File: src/rtl/bin2csd_seq_ctrl.sv
// Serial binary-to-CSD converter: accepts a W-bit two's-complement operand and
// emits one canonical-signed-digit per cycle (LSB first), then holds the packed result.
module bin2csd_seq_ctrl #(
  parameter int W  = 5,
  parameter int CW = $clog2(W + 1)
) (
  input  logic             clk,
  input  logic             arst_n,
  input  logic             in_valid,
  output logic             in_ready,
  input  logic [W-1:0]     x,
  input  logic             flush,
  output logic             dig_valid,
  output logic [1:0]       dig,
  output logic             out_valid,
  input  logic             out_ready,
  output logic [2*W-1:0]   y,
  output logic [CW-1:0]    nz_cnt,
  output logic             busy
);

  localparam int            IW       = (W > 1) ? $clog2(W) : 1;
  localparam logic [IW-1:0] LAST_IDX = IW'(W - 1);

  typedef enum logic [1:0] {
    IDLE = 2'b00,
    RUN  = 2'b01,
    DONE = 2'b10
  } state_t;

  state_t           state_r;
  state_t           state_s;
  logic [W-1:0]     operand_r;
  logic             carry_r;
  logic [IW-1:0]    idx_r;
  logic [2*W-1:0]   y_r;
  logic [CW-1:0]    nz_r;
  logic [W:0]       ext_s;
  logic [2:0]       step_s;
  logic [1:0]       dig_s;
  logic             carry_next_s;
  logic             accept_s;

  // One recurrence step: returns {carry_out, digit}. A nonzero digit only arises
  // when x_i + c_i is odd; its sign is set by whether the next bit produces a carry.
  function automatic logic [2:0] csd_step(input logic xi, input logic xn, input logic ci);
    logic [1:0] sum;
    logic       cn;
    logic [1:0] d;
    sum = {1'b0, xi} + {1'b0, ci} + {1'b0, xn};
    cn  = sum[1];
    if (xi ^ ci) begin
      d = cn ? 2'b11 : 2'b01;
    end else begin
      d = 2'b00;
    end
    return {cn, d};
  endfunction

  // Digit datapath: sign-extended operand shifted so bits 0/1 are x_i and x_{i+1}
  always_comb begin
    ext_s        = {operand_r[W-1], operand_r} >> idx_r;
    step_s       = csd_step(ext_s[0], ext_s[1], carry_r);
    carry_next_s = step_s[2];
    dig_s        = step_s[1:0];
    accept_s     = (state_r == IDLE) && in_valid && !flush;
  end

  // State register
  always_ff @(posedge clk or negedge arst_n) begin
    if (!arst_n) begin
      state_r <= IDLE;
    end else begin
      state_r <= state_s;
    end
  end

  // Next-state logic; flush overrides every state
  always_comb begin
    state_s = state_r;
    if (flush) begin
      state_s = IDLE;
    end else begin
      case (state_r)
        IDLE:    state_s = in_valid ? RUN : IDLE;
        RUN:     state_s = (idx_r == LAST_IDX) ? DONE : RUN;
        DONE:    state_s = out_ready ? IDLE : DONE;
        default: state_s = IDLE;
      endcase
    end
  end

  // Output decode from state
  always_comb begin
    in_ready  = 1'b0;
    busy      = 1'b1;
    dig_valid = 1'b0;
    out_valid = 1'b0;
    dig       = 2'b00;
    case (state_r)
      IDLE: begin
        in_ready = 1'b1;
        busy     = 1'b0;
      end
      RUN: begin
        dig_valid = 1'b1;
        dig       = dig_s;
      end
      DONE: begin
        out_valid = 1'b1;
      end
      default: begin
        busy = 1'b0;
      end
    endcase
  end

  // Operand, carry, index and result accumulation
  always_ff @(posedge clk or negedge arst_n) begin
    if (!arst_n) begin
      operand_r <= {W{1'b0}};
      carry_r   <= 1'b0;
      idx_r     <= {IW{1'b0}};
      y_r       <= {(2*W){1'b0}};
      nz_r      <= {CW{1'b0}};
    end else if (flush) begin
      carry_r <= 1'b0;
      idx_r   <= {IW{1'b0}};
      y_r     <= {(2*W){1'b0}};
      nz_r    <= {CW{1'b0}};
    end else if (accept_s) begin
      operand_r <= x;
      carry_r   <= 1'b0;
      idx_r     <= {IW{1'b0}};
      y_r       <= {(2*W){1'b0}};
      nz_r      <= {CW{1'b0}};
    end else if (state_r == RUN) begin
      // y is cleared on accept, so OR-ing the shifted digit writes slot idx_r
      y_r     <= y_r | ({{(2*W-2){1'b0}}, dig_s} << {idx_r, 1'b0});
      carry_r <= carry_next_s;
      idx_r   <= (idx_r == LAST_IDX) ? {IW{1'b0}} : idx_r + IW'(1);
      if (dig_s != 2'b00) begin
        nz_r <= nz_r + CW'(1);
      end
    end
  end

  assign y      = y_r;
  assign nz_cnt = nz_r;

endmodule

File: config.mk
export PLATFORM = sky130hd
export DESIGN_NAME = bin2csd_seq_ctrl
export DESIGN_NICKNAME = d
export VERILOG_FILES = /design/src/rtl/bin2csd_seq_ctrl.sv
export SDC_FILE = /design/constraint.sdc
export NUM_CORES = 1
export LEC_CHECK = 0
export CAP_MARGIN = 15
export CORE_UTILIZATION = 45
export CTS_BUF_LIST = sky130_fd_sc_hd__clkbuf_8
export CTS_CLUSTER_SIZE = 14
export DETAILED_ROUTE_END_ITERATION = 8
export PLACE_DENSITY_LB_ADDON = 0.05
export SLEW_MARGIN = 20
export SYNTH_ARGS = -nofsm -noshare
export SYNTH_HDL_FRONTEND = slang
export SYNTH_SLANG_ARGS = --single-unit
File: constraint.sdc
create_clock -name clk -period 3.4 [get_ports clk]
set_clock_uncertainty 0.15 [all_clocks]
set_input_delay 0.68 -clock clk [delete_from_list [all_inputs] [get_ports clk]]
set_output_delay 0.68 -clock clk [all_outputs]
set_load 0.02 [all_outputs]
Yosys cells after proc, flatten, opt, wreduce, memory -nomap -nowiden --
Index checks and enable logic that the tools add are counted.
Cells by class: bitwise gates (word level) 3, add/subtract/negate cells 4, shifts and indexed selects 2, eq/ne operators 3, mux-type cells 26, reductions and logical operators 10
Operators with widths (number):
- $mux W10 | 3
- $mux W3 | 8
- $mux W2 | 6
- $or A10 B10 Y10 | 1
- $shl A2 B4 Y10 | 1
- $mux W1 | 8
- $add A3 B1 Y3 const B | 2
- $pmux W2 S3 | 1
- $reduce_bool A3 Y1 | 2
- $shr A6 B3 Y2 | 1
- $reduce_and A2 Y1 | 2
- $eq A3 B3 Y1 const B | 1
- $add A1 B1 Y2 | 1
- $add A2 B1 Y2 | 1
- $eq A2 B1 Y1 const B | 1
- $eq A2 B2 Y1 const B | 1
- $logic_and A1 B1 Y1 | 2
- $logic_not A2 Y1 | 1
- $reduce_bool A2 Y1 | 1
- $reduce_or A2 Y1 | 1
- $logic_not A1 Y1 | 1
- $not A1 Y1 | 1
- $xor A1 B1 Y1 | 1
Storage, ports and cells: flip-flop bits (word level) 24, logic and storage cells 54, output and inout bits 19, input bits 10

Longest topological paths before layout --
depth in word-level cells 10, depth in mapped cells 9, gate-level depth less buffers 8

Worst setup path after synthesis --
OpenSTA, ideal clock, no wires.
kind register to output, start register idx_r[0], end output port dig[1], arrival time 1.823 ns, path slack 0.747 ns, cell stages (with the launch flop) 8, path buffers 1, required time 2.570 ns, cell sequence dfrtp_1 -> buf_6 -> mux4_1 -> nand2_1 -> o21ai_0 -> ha_1 -> a21oi_1 -> nor2_1
Between the ends: longest elaborated chain between the ends 6, elaborated cells between the ends (all ways) 7, those cells by class 2 x add/sub; 1 x shift; 3 x mux; 1 x bitwise
Ends and longest elaborated chain:
- start: declaration | RTL line 35 | logic [IW-1:0] idx_r;
- start signal: assignment | RTL line 123 | idx_r <= {IW{1'b0}};
- start signal: assignment | RTL line 128 | idx_r <= {IW{1'b0}};
- start signal: assignment | RTL line 134 | idx_r <= {IW{1'b0}};
- $shr A6 B3 Y2 (*) | RTL line 62 | ext_s = {operand_r[W-1], operand_r} >> idx_r;
- $add A1 B1 Y2 | RTL line 50 | sum = {1'b0, xi} + {1'b0, ci} + {1'b0, xn};
- $add A2 B1 Y2 | RTL line 50
- $mux W2 | RTL line 53 | d = cn ? 2'b11 : 2'b01;
- $mux W2 (*) | RTL line 52 | if (xi ^ ci) begin
- $mux W2 (*) | RTL line 100 | case (state_r)
- end: declaration | RTL line 14 | output logic [1:0] dig,
Mark *: on every way between the ends. The rest lies on a longest branch, timed or not.

Final worst setup path --
start register state_r[1], end output port dig[0]
Between the ends: longest elaborated chain between the ends 2
Ends and longest elaborated chain:
- start: declaration | RTL line 31 | state_t state_r;
- start signal: assignment | RTL line 74 | state_r <= state_s;
- $eq A2 B1 Y1 | RTL line 100
- $mux W2 | RTL line 100
No other way between the ends.

==> results.cfg <==
[status]
outcome = finished clean

[global_routing]
antenna_found_initial = 0
grt_pass1_wl_mm = 4.85
grt_overflow = 0
grt_pass1_vias = 1059
grt_usage_pct = 20.2
grt_max_degree = 25

[placement]
numPlacedInstances = 187
port_buffers = 28
gp_congestion = 0.859
place_hpwl_mm = 2.11
place_ws_ps = 177

[clock_tree]
h-tree-depth = 1
clk_pin_slew_ps = 90
cts-buffers-inserted = 3
root_buffer = clkbuf_8
cts.sinks = 24
postCtsHoldBufs = 0
clkLatencyLatePin_ps = 270
clock_path_buffers = 2
tritoncts = built

[final_layout]
syn_to_final_growth_pct = 31.3
final_nets = 181
fillers = 243
final_util_pct = 62.6
ff_latch_area_um2 = 604
layout-drive-gt1-share_pct = 17.9
layout_common_cells = clkdlybuf4s50_1 (27), dfrtp_1 (21), nand2_1 (17)
final_cells = 193
multi_input_area_um2 = 654
final_common_cell = clkdlybuf4s50_1
antenna_cells = 0

[power]
switchingPower_mw = 0.193
p_comb_share_pct = 20.8
irDropWorstVdd_v = 0.000324
total_power_mw = 0.725
swShare_pct = 26.6
p_leak_nw = 0.757
p_per_area_nw_per_um2 = 420
p_int_mw = 0.532
power_frac_seq_pct = 44.1
p_clk_share_pct = 35.1

[timing]
period_needed_ps = 3260
maxSlewHeadroom_pct = 65.9
max_freq_mhz = 307
setup_ws_ps = 144
finalSetupTns_ps = 0
setup_viol = 0
worst_pin_slew_ps = 512
report.final.hold_viol_count = 0
period_share_pct = 95.8
drv_slew = 0
rsz0062_at_grt = false

[routing]
first_pass_iters = 4
drc = 0
vias = 1083
ant_nets = 0
post_drt_wl_per_cell_um = 14.8
wirelength_mm = 2.85
detail_route.vias_per_cell = 5.61
drtIter0Drc = 31

[setup_path]
end_kind = primary output
crit_arrival_ps = 2430
start_kind = flip-flop
max_stage_delay_ps = 610
cp.buffers_inverters = 4
crit_fanout = 9
cp_top_family = buffers and inverters
required_ps = 2570
slowest_stage = clkdlybuf4s50_1
crit_type = reg2out
critPathMostFrequentCell = inv_1
crit_chain = inv_1 > ha_1 > inv_1 > nor2_1 > o21a_2 > nor2_4 > inv_2 > clkdlybuf4s50_1

[synth]
yosysSeqAreaShare_pct = 45.7
synth_nets = 148
synthAdderAreaFrac_pct = 7.61
synthSimpleGateAreaFrac_pct = 15.4
synth_compound_area_share_pct = 17.5
syn_area_um2 = 1320
synthCells = 130
synth_top_family_by_area = compound AO/OA/AOI/OAI gates
synthXorXnorAreaFrac_pct = 0
yosys_warnings = 0
synth_cell_type_count = 35
synthMuxAreaShare_pct = 8.85
syn_area_per_cell_um2 = 10.1
synth-seq-cells = 24

[flow_run]
maxCapViolations = 0

[floorplanning]
die_x_um = 56.1
initial_core_util_pct = 47.7
rows = 19
io_pins = 29
coreArea_um2 = 2760
die_h_um = 56.1
dieArea_um2 = 3140

[min_path]
hp-class = reg2reg
[worst reg2reg max path, stage by stage (launching register included)]
cell and delay (ps):
dfrtp_2 440, mux4_1 570, nand2_1 80, o21ai_1 60, ha_1 290, a21oi_1 80
buf_4 150, nor2_1 250, nand4_1 140, o21ai_0 150
[cells in the mapped netlist]
library cell	number	area (um2)
nand3_1	2	10.0
nor3_1	4	20.0
dfrtp_1	24	601
nand2b_1	2	12.5
or2_2	2	12.5
nand2_1	17	63.8
mux2_2	5	56.3
a211oi_4	1	20.0
mux4_1	1	26.3
buf_6	1	11.3
nor2b_1	1	6.26
a211oi_1	1	7.51
ha_1	8	100
o41ai_2	2	32.5
or3_1	1	6.26
mux2i_1	2	20.0
inv_2	1	3.75
a21oi_1	7	35.0
a211o_1	1	8.76
o21a_2	1	8.76
o41ai_1	1	8.76
o21ai_0	11	55.1
a32o_1	3	30.0
mux2i_2	1	13.8
clkbuf_1	3	11.3
o31ai_1	1	7.51
a2bb2oi_1	1	8.76
nand4_1	1	6.26
and3_1	1	6.26
nor3_2	1	10.0
inv_1	9	33.8
nor2_1	10	37.5
nor2_4	1	11.3
o21a_1	1	7.51
clkbuf_2	1	5.00
[registers in the layout, indices dropped and copies added, names as in the netlist]
register   count
state_r        2
nz_cnt         3
operand_r      5
carry_r        1
idx_r          3
y             10
[metal layers]
metal  global-route usage [%]  share of wire, %  vias up
li1                         -                 -      517
met1                     25.7                44      529
met2                     32.1                50       30
met3                     3.26               4.2        7
met4                     12.5               2.2        0
met5                        0                 0        -
[final timing paths]
kind | startpoint | endpoint | slack (ps) | depth (start not counted)
worst max-delay path | state_r[1] | dig[0] | 140 | 8
worst min-delay path | y[7] | y[7] | 330 | 2
worst max register to register | idx_r[0] | y[7] | 970 | 9
worst min register to register | y[7] | y[7] | 330 | 2
max in group asynchronous | arst_n | idx_r[1] | 2230 | 2
min in group asynchronous | arst_n | y[8] | 600 | 2
[final cells by class]
type                    count  share of cell area (%)
clock buffers               3                    2.39
clock inverters             1                    1.74
inverters                  10                    2.17
multi-input cells          91                    37.9
flip-flops and latches     24                    35.0
well taps                  31                    2.25
repair buffers             33                    18.6
[cell families after synthesis]
family                     Yosys count
and+or+nand+nor                     43
buffers and inverters               15
DFF                                 24
AOI/OAI and AO/OA                   31
adders and majority gates            8
muxes                                9
[power by group through the flow]
stage | Sequential (mW) | Combinational (mW) | Clock [mW]
after floorplan | 0.320 | 0.0948 | 0
after global placement | 0.324 | 0.143 | 0
after detailed placement | 0.325 | 0.147 | 0
after CTS | 0.318 | 0.151 | 0.259
after global routing | 0.323 | 0.165 | 0.271
final | 0.319 | 0.151 | 0.254
[repair_timing]
| item | 4_1_cts | 5_1_grt |
|---|---|---|
| endpoints found under the setup margin | 1 | 1 |
| buffers inserted | 2 | 0 |
| resized for setup | 1 | 6 |
[through the flow]
stage	hold slack [ps]	area, um2
2_1_floorplan	234	1320
3_3_place_gp	311	1630
5_1_grt	356	1730
3_5_place_dp	319	1630
4_1_cts	339	1720
6_report	333	1730
(Power assumes the default switching activity.)
==> patch: new RTL, config.mk and constraints unchanged <==
The parameter `W` goes from 5 to 10.
--- a/src/rtl/bin2csd_seq_ctrl.sv
+++ b/src/rtl/bin2csd_seq_ctrl.sv
@@ -2,5 +2,5 @@
 // emits one canonical-signed-digit per cycle (LSB first), then holds the packed result.
 module bin2csd_seq_ctrl #(
-  parameter int W  = 5,
+  parameter int W  = 10,
   parameter int CW = $clog2(W + 1)
 ) (
Ports: changed (resized nz_cnt, x and y); port bits go from 29 to 45. No check against the original RTL was run, so the function may have changed too.
==> patch against the original RTL <==
  * Routed wire length rose by 68%
  * Synthesized area rose by 75%
  * Sequential power is 70% higher
  * Total power grew 62%
  * Maximum frequency decreased by 1.4%
  * Non-clock buffer count up 20
  * Cell area is 68% higher
  * Worst setup slack got worse by 46 ps
  * Via count grew 64%
  * Sequential cell count up 17
  * Register-to-register slack worse by 490 ps
==> patch: results (changes against the original RTL) <==
| Metric | Value |
|---|---|
| Synth Area in Adders | `0.04348 (-0.03264)` |
| Commonest cells post-synth | `dfrtp_1 (41), nor2_1 (22), nand2_1 (13), mux2_2 (10), nor3_1 (10)` |
| Reg2reg path depth | `10 (+1)` |
| Number of fill cells | `455 (+87%)` |
| Yosys cell types | `57 (+63%)` |
| Sequential cell area fraction in the yosys report | `0.4457 (-0.01106)` |
| Vias after detailed routing | `1,776 (+64%)` |
| Clock latency on the worst-skew pair | `300 ps (+30 ps)` |
| #FFs+latches synth | `41 (+71%)` |
| Drt wl/cell | `14.61 um (-1.2%)` |
| Reg2reg setup slack | `480 ps (-490 ps)` |
| Max reg flops | `20 (+10)` |
| DRT met1 WL | `2386 um (+91%)` |
| Metal2 WL | `2108 um (+49%)` |
| Setup bufs post-CTS | `0 (-2)` |
| CTS HTree Levels | `2 (+1)` |
| RePlAce Congestion | `0.7528 (-12%)` |
| Status | `finished clean` |
| Port bufs | `44 (+57%)` |
| Reg-to-reg critical path endpoint | `y[11]$_DFFE_PN0P_` |
| Number of global-route vias before repair | `1,676 (+58%)` |
| Post-synth net total | `234 (+58%)` |
| Compound-Gate Fraction of Synth Area | `0.1527 (-0.02235)` |
| Leak Pwr | `1.241 nW (+64%)` |
| DR iter-0 viols | `59 (+90%)` |
| Met3 Routed Length | `188 um (+55%)` |
| First-pass GRT wire length | `8079 um (+67%)` |
| Num CTS Buffers | `5 (+2)` |
| Hold WS | `345.4 ps (+12.49 ps)` |
| Leading post-synthesis cells by cell area | `dfrtp_1 (45%), mux2_2 (4.9%), ha_1 (4.3%)` |
| Layout cell share with drive strength beyond 1 | `0.2031 (+0.02405)` |
| Synth Area in XOR/XNOR | `0.01576 (+0.01576)` |
| Max IR drop VDD | `0.2659 mV (-18%)` |
| Pin count of the biggest net entering global routing | `42 (+68%)` |
| Worst-path fanout max | `5 (-4)` |
| Nets | `283 (+56%)` |
| HPWL after DPL | `3470 um (+64%)` |
| Mux contribution to synthesized area | `0.1114 (+0.02293)` |
| Worst Hold Class | `primary input to asynchronous set/reset pin` |
-- patch: changes by cell type in the layout (fill, tap and decap cells not counted), sizes merged, moves of 5 or more --
cell           before  now
dfrtp              24   41
clkdlybuf4s50      27   41
nor2               11   22
mux2                5   11
nor3                5   11
buf                 5   10
mux2i               3    8
o21ai              11    6
-- patch: repair_timing --
action | CTS | global route
setup endpoints to repair | 1 | 2
hold buffers | 0 | 0
gates resized for setup | 2 | 7
-- patch: kinds of logic after synthesis --
group	count (synthesis)
AND/OR/NAND/NOR	74
AO/OA/AOI/OAI	46
XOR/XNOR	2
flip-flops	41
adder cells (fa/ha/maj)	8
multiplexers	21
buffers and inverters	19
-- patch: worst max-delay path by stage --
stage,from,endpoint,slack (ps)
2_1_floorplan,idx_r[0]$_DFFE_PN0P_,dig[1],300
3_3_place_gp,idx_r[0]$_DFFE_PN0P_,dig[1],80
3_5_place_dp,idx_r[0]$_DFFE_PN0P_,dig[1],70
4_1_cts,idx_r[2]$_DFFE_PN0P_,dig[0],10
5_1_grt,idx_r[0]$_DFFE_PN0P_,dig[1],10
6_report,idx_r[0]$_DFFE_PN0P_,dig[1],100
-- patch: per-layer routing --
| layer | vias up | GRT usage |
|---|---|---|
| met4 | 0 | 0.09402 |
| li1 | 870 | - |
| met5 | - | 0 |
| met2 | 44 | 0.3007 |
| met3 | 9 | 0.04664 |
| met1 | 853 | 0.2764 |
-- patch: critical path: stages, from the launching register on --
cell and delay, ps:
dfrtp_2 420, mux4_1 550, mux2i_1 150, nor2_1 60, a31o_2 220, ha_1 280, a21oi_2 140, nor2_1 60
clkdlybuf4s15_1 290
-- patch: power breakdown --
group	switching, mW	internal [mW]	total, mW	leakage (nW)
Sequential	0.0257	0.516	0.542	0.545
Combinational	0.137	0.125	0.262	0.641
Clock	0.179	0.187	0.367	0.0549
-- patch: cell type report --
class                   count  area [um2]  share of cell area
well taps                  67       83.83             0.02885
inverters                   8       30.03             0.01034
clock buffers               7       96.34             0.03316
multi-input cells         151        1152              0.3966
flip-flops and latches     41        1028              0.3540
clock inverters             1       8.758            0.003015
repair buffers             53       505.5              0.1740
-- patch: stage by stage --
step | area [um2] | std cells | utilization | setup slack (ps)
after global placement | 2778 | 320 | 0.5766 | 78.09
after floorplan | 2302 | 211 | - | 298.7
final | 2905 | 328 | 0.6031 | 97.66
after detailed placement | 2778 | 320 | 0.5766 | 69.97
after CTS | 2883 | 328 | 0.5984 | 12.07
after global routing | 2905 | 328 | 0.6031 | 12.27
